$ cat config.mk
export PLATFORM = sky130hd
export DESIGN_NAME = reaction_stats
export DESIGN_NICKNAME = d
export VERILOG_FILES = /design/src/rtl/reaction_stats.sv
export SDC_FILE = /design/constraint.sdc
export NUM_CORES = 1
export LEC_CHECK = 0
export CORE_ASPECT_RATIO = 1.75
export CORE_MARGIN = 1
export CORE_UTILIZATION = 61
export DETAILED_ROUTE_END_ITERATION = 6
export GPL_TIMING_DRIVEN = 0
export PLACE_DENSITY = 0.78
export SYNTH_ARGS = -nofsm -noshare
export SYNTH_HDL_FRONTEND = slang
export SYNTH_SLANG_ARGS = --single-unit
$ cat constraint.sdc
create_clock -name CLOCK_50 -period 9 [get_ports CLOCK_50]
set_clock_uncertainty 0.05 [all_clocks]
set_input_delay 1.8 -clock CLOCK_50 [delete_from_list [all_inputs] [get_ports CLOCK_50]]
set_output_delay 1.8 -clock CLOCK_50 [all_outputs]
set_load 0.005 [all_outputs]
$ cat src/rtl/reaction_stats.sv
// Reaction-time statistics: last, best and rolling 8-trial average, mode-selected for bin2bcd.
// Optional best tracking is compiled in with `define RSTATS_BEST_EN.
module reaction_stats #(
   parameter int WIDTH  = 14,
   parameter int MAX_MS = 9999
) (
   input  logic             CLOCK_50,
   input  logic             reset,
   input  logic             react_valid,
   input  logic [WIDTH-1:0] react,
   input  logic             clear,
   input  logic [1:0]       mode,
   output logic [WIDTH-1:0] disp,
   output logic [3:0]       count,
   output logic [3:0]       rejects,
   output logic             new_best,
   output logic             busy,
   output logic             drop
);

   localparam int SUM_W = WIDTH + 3;
   localparam logic [WIDTH-1:0] MAX_V = WIDTH'(MAX_MS);

   typedef enum logic {S_IDLE, S_DIV} state_t;

   state_t           state;
   logic [WIDTH-1:0] last_q;
   logic [WIDTH-1:0] avg_q;
   logic [WIDTH-1:0] best_view;
   logic [WIDTH-1:0] buf_q [8];
   logic [2:0]       wptr;
   logic [SUM_W-1:0] sum_q;
   logic [SUM_W-1:0] div_q;
   logic [3:0]       div_r;
   logic [3:0]       div_d;
   logic [4:0]       div_cnt;

   logic             last_step;
   logic             ready;
   logic             accept;
   logic             take;
   logic [WIDTH-1:0] sample;
   logic [WIDTH-1:0] evicted;
   logic [SUM_W-1:0] sum_next;
   logic [3:0]       count_next;
   logic [4:0]       shifted;
   logic             ge;
   logic [3:0]       r_next;
   logic [SUM_W-1:0] q_next;

   // The final divider cycle also counts as ready, so a new trial may start on the completing edge.
   always_comb begin
      busy       = (state == S_DIV);
      last_step  = busy && (div_cnt == 5'd1);
      ready      = !busy || last_step;
      accept     = react_valid && ready && !clear;
      take       = accept && (react != '0);
      sample     = (react > MAX_V) ? MAX_V : react;
      evicted    = (count == 4'd8) ? buf_q[wptr] : '0;
      sum_next   = sum_q + SUM_W'(sample) - SUM_W'(evicted);
      count_next = (count == 4'd8) ? count : count + 4'd1;
      shifted    = {div_r, div_q[SUM_W-1]};
      ge         = (shifted >= {1'b0, div_d});
      r_next     = ge ? 4'(shifted - {1'b0, div_d}) : shifted[3:0];
      q_next     = {div_q[SUM_W-2:0], ge};
   end

`ifdef RSTATS_BEST_EN
   logic [WIDTH-1:0] best_q;

   // Samples are never zero, so best_q == 0 doubles as "no best yet".
   always_ff @(posedge CLOCK_50 or posedge reset) begin
      if (reset) begin
         best_q   <= '0;
         new_best <= 1'b0;
      end else if (clear) begin
         best_q   <= '0;
         new_best <= 1'b0;
      end else begin
         new_best <= 1'b0;
         if (take && ((best_q == '0) || (sample < best_q))) begin
            best_q   <= sample;
            new_best <= 1'b1;
         end
      end
   end

   always_comb best_view = best_q;
`else
   always_comb begin
      best_view = last_q;
      new_best  = 1'b0;
   end
`endif

   always_ff @(posedge CLOCK_50 or posedge reset) begin
      if (reset) begin
         state   <= S_IDLE;
         last_q  <= '0;
         avg_q   <= '0;
         wptr    <= '0;
         sum_q   <= '0;
         count   <= '0;
         rejects <= '0;
         drop    <= 1'b0;
         disp    <= '0;
         div_q   <= '0;
         div_r   <= '0;
         div_d   <= '0;
         div_cnt <= '0;
         for (int unsigned i = 0; i < 8; i++) buf_q[i] <= '0;
      end else if (clear) begin
         state   <= S_IDLE;
         last_q  <= '0;
         avg_q   <= '0;
         wptr    <= '0;
         sum_q   <= '0;
         count   <= '0;
         rejects <= '0;
         drop    <= 1'b0;
         disp    <= '0;
         div_q   <= '0;
         div_r   <= '0;
         div_d   <= '0;
         div_cnt <= '0;
         for (int unsigned i = 0; i < 8; i++) buf_q[i] <= '0;
      end else begin
         if (react_valid && !ready) drop <= 1'b1;
         if (accept && (react == '0) && (rejects != 4'd15)) rejects <= rejects + 4'd1;

         if (state == S_DIV) begin
            div_q   <= q_next;
            div_r   <= r_next;
            div_cnt <= div_cnt - 5'd1;
            if (last_step) begin
               state <= S_IDLE;
               avg_q <= (q_next > SUM_W'(MAX_V)) ? MAX_V : q_next[WIDTH-1:0];
            end
         end

         // A new trial overrides the divider registers written just above.
         if (take) begin
            last_q      <= sample;
            buf_q[wptr] <= sample;
            wptr        <= wptr + 3'd1;
            sum_q       <= sum_next;
            count       <= count_next;
            state       <= S_DIV;
            div_q       <= sum_next;
            div_r       <= '0;
            div_d       <= count_next;
            div_cnt     <= 5'd17;
         end

         case (mode)
            2'd0:    disp <= last_q;
            2'd1:    disp <= best_view;
            2'd2:    disp <= avg_q;
            default: disp <= {{(WIDTH-4){1'b0}}, count};
         endcase
      end
   end

endmodule

==> summary.txt <==
Run status
  – Status: finished clean

Finish
  – Total area of sequential cells: 5260 um2
  – Leading cell types in the layout, fill and taps excluded: dfrtp_1 (210), nor2_1 (95), nand2_1 (93), a22oi_1 (68), a21oi_1 (59)
  – Layout cell share with drive strength beyond 1: 0.104
  – Area taken by multi-input logic gates: 5070 um2
  – Post-route insts no fill: 1387
  – Post-synthesis to final-layout area growth: 12.5%
  – Filler instances: 1340
  – Total Nets Final: 1207
  – Most common cell after layout, fill and taps aside: dfrtp_1
  – N_diodes: 0
  – Final standard cell utilization of the core: 0.703

Floorplan
  – I/O Pins: 45
  – Die Width: 103 um
  – Placeable core area: 17500 um2
  – Cell Rows: 64
  – Floorplan die height: 179 um
  – Initial Util: 0.626
  – Die outline area: 18500 um2

Clock tree
  – Number of cells upsized or downsized after cts: 0
  – Clk sinks: 210
  – Skew-Pair Late Insertion Delay: 520 ps
  – TritonCTS clock tree: built
  – H-tree level count: 1
  – Clock-pin slew on the worst setup and hold paths: 60 ps
  – Cts bufs inserted: 20
  – Hold buffer count at cts: 0
  – Root buf cell: clkbuf_16
  – Largest buffer count on any clock path: 3
  – Buffer count from post-CTS setup fixing: 0

Global route
  – Number of antenna violations at the first check in global routing: 0
  – Wire length of the first global-routing pass: 51600 um
  – Largest net degree at the start of global routing: 121
  – Vias in the first global route: 9209
  – Remaining Overflow, GRT: 0
  – Global-route usage over all layers: 0.379

Synth
  – Yosys warns: 0
  – Most used DFF post-synth: dfrtp_1
  – Synthesized area: 11000 um2
  – Synthesized instance count: 1081
  – Count of state elements after synthesis: 210
  – Cell type with the highest aggregate area in the netlist: dfrtp_1
  – Number of synthesized flops with an enable pin: 0
  – Mean Syn Cell Area: 10.1 um2
  – Synthesized Nets: 1143
  – Largest cells by area after synthesis: dfrtp_1 (48%), a22oi_1 (4.7%), a22o_1 (4.2%), nor2_1 (3.3%), nand2_1 (3.2%)
  – Top-area cell type share of the netlist area: 0.479
  – Proportion of synthesized flip-flops having asynchronous set or reset: 1.00
  – Count of cell types in the netlist: 68
  – Seq/Total Area, Yosys: 0.479

Power
  – Power share of the sequential group: 0.391
  – Internal power: 1.81 mW
  – Sw Ratio: 0.353
  – IR drop worst, VDD: 152 uV
  – Pwr Density: 227 nW/um2
  – Part of the power in the clock network: 0.297
  – Leakage power summed over all cells: 5.41 nW
  – Portion of total power attributed to combinational logic: 0.312
  – Net switching power: 0.988 mW

Detailed routing
  – First-iteration detailed-routing DRC count: 700
  – Per-cell routed wire length: 24.3 um
  – Detailed-route wire length: 33700 um
  – Post-detailed-route count of antenna-violating nets: 0
  – TritonRoute pass-1 iters: 6
  – Final routed DRC violation total: 0
  – Total vias in the final route: 9107
  – Average vias per placed instance: 6.57

Timing
  – Setup violators final: 0
  – Min setup slack post-route: 3080 ps
  – Slew Limit Fails: 0
  – Relative slew slack: 0.262
  – Maximum operating frequency: 169 MHz
  – Post-route clock period utilization: 0.658
  – Unrepaired setup endpoints after global routing: no
  – Actual slew at the worst max-slew pin: 1100 ps
  – Final Hold Viols: 0
  – Final worst path period need: 5920 ps

Setup path
  – Endpoint arrival time on the critical path: 6270 ps
  – Maximum fanout count along the critical path: 10
  – Nature of the critical path startpoint: input port
  – WP data required: 9350 ps
  – CP endpoint kind: flop
  – CP Class: in -> reg

Place
  – Global placer's final weighted congestion: 0.958
  – Pre-CTS setup slack: 2710 ps
  – IO buf count: 41
  – DPL Wire Length: 24100 um
  – Number of cells in the design after placement: 1354

Run
  – Maximum capacitance violations: 0

Min path
  – Worst hold-check path type: reg -> reg
critical path: stages:
cell and delay [ps]:
clkdlybuf4s50_1 450, nor4_2 550, o21ai_0 210, and2_1 230
buf_2 190, nor2_1 190, fa_1 450, inv_1 70
ha_1 270, o211ai_1 210, a21oi_1 100, o21ai_0 720
a21oi_1 240, and3_1 270, a2111oi_2 320
power by group through the flow:
stage          registers (mW)  clock network (mW)  logic [mW]
2_1_floorplan            1.08                   0       0.622
3_3_place_gp             1.10                   0       0.828
3_5_place_dp             1.11                   0       0.845
4_1_cts                  1.09               0.833       0.854
5_1_grt                  1.10               0.866       0.951
6_report                 1.09               0.833       0.873
routing by layer:
| metal | global-route usage | vias to the layer above | share of wire |
|---|---|---|---|
| li1 | - | 3983 | - |
| met1 | 0.439 | 4496 | 0.35 |
| met2 | 0.635 | 475 | 0.50 |
| met3 | 0.0505 | 153 | 0.069 |
| met4 | 0.259 | 0 | 0.079 |
| met5 | 0 | - | 0 |
sequential cells by signal (all words and copies together), names as in the netlist, 4 cells and up:
name and flops:
avg_q 14, best_view 14, buf_q 112, disp 14, div_cnt 5, div_d 4, div_q 17, div_r 4
rejects 4, sum_q 17
kinds of logic (layout without fill, tap and decap cells):
family | Yosys count | after routing | synth area share
flip-flops | 210 | 210 | 0.479
AO/OA/AOI/OAI | 324 | 324 | 0.217
XOR/XNOR | 26 | 26 | 0.0208
AND/OR/NAND/NOR | 316 | 316 | 0.147
buffers and inverters | 142 | 217 | 0.0584
multiplexers | 20 | 20 | 0.0188
adder cells (fa/ha/maj) | 42 | 42 | 0.0582
other | 1 | 1 | 0.000342
synthesized netlist by cell type, drive strengths merged (18+ instances only):
library cell and number:
a211oi 24, a21oi 62, a22o 52, a22oi 78, buf 37, clkbuf 49, dfrtp 210, ha 27
inv 56, nand2 93, nand2b 18, nand3 18, nand3b 25, nor2 107, o21ai 27, xnor2 20
cell type report:
| class | instances | area share |
|---|---|---|
| tap | 231 | 0.0234 |
| inverter | 56 | 0.0176 |
| multi-input combinational | 729 | 0.411 |
| timing repair buffer | 42 | 0.0355 |
| clock buffer | 27 | 0.0476 |
| sequential | 210 | 0.426 |
| buffer | 86 | 0.0349 |
| clock inverter | 6 | 0.00365 |
stage by stage:
step,hold WS [ps],power (mW),setup TNS [ps],instance area (um2)
2_1_floorplan,400,1.71,0,11000
3_3_place_gp,411,1.93,-239830,11700
3_5_place_dp,418,1.95,0,11700
4_1_cts,433,2.78,0,12300
5_1_grt,445,2.92,0,12300
6_report,434,2.80,0,12300
final timing paths:
check                      slack [ps]                       end                      from  cells past startpoint
max in group asynchronous        6120    buf_q[105]$_DFFE_PP0P_                     reset                      3
max                              3080     div_q[14]$_DFFE_PP0P_                  react[5]                     15
min in group asynchronous        1740  best_view[3]$_DFFE_PP0P_                     reset                      2
max reg2reg                      3520     div_q[14]$_DFFE_PP0P_       wptr[1]$_DFFE_PP0P_                     15
min reg2reg                       430  best_view[6]$_DFFE_PP0P_  best_view[6]$_DFFE_PP0P_                      1
min                               430  best_view[6]$_DFFE_PP0P_  best_view[6]$_DFFE_PP0P_                      1
(Power assumes the default switching activity.)
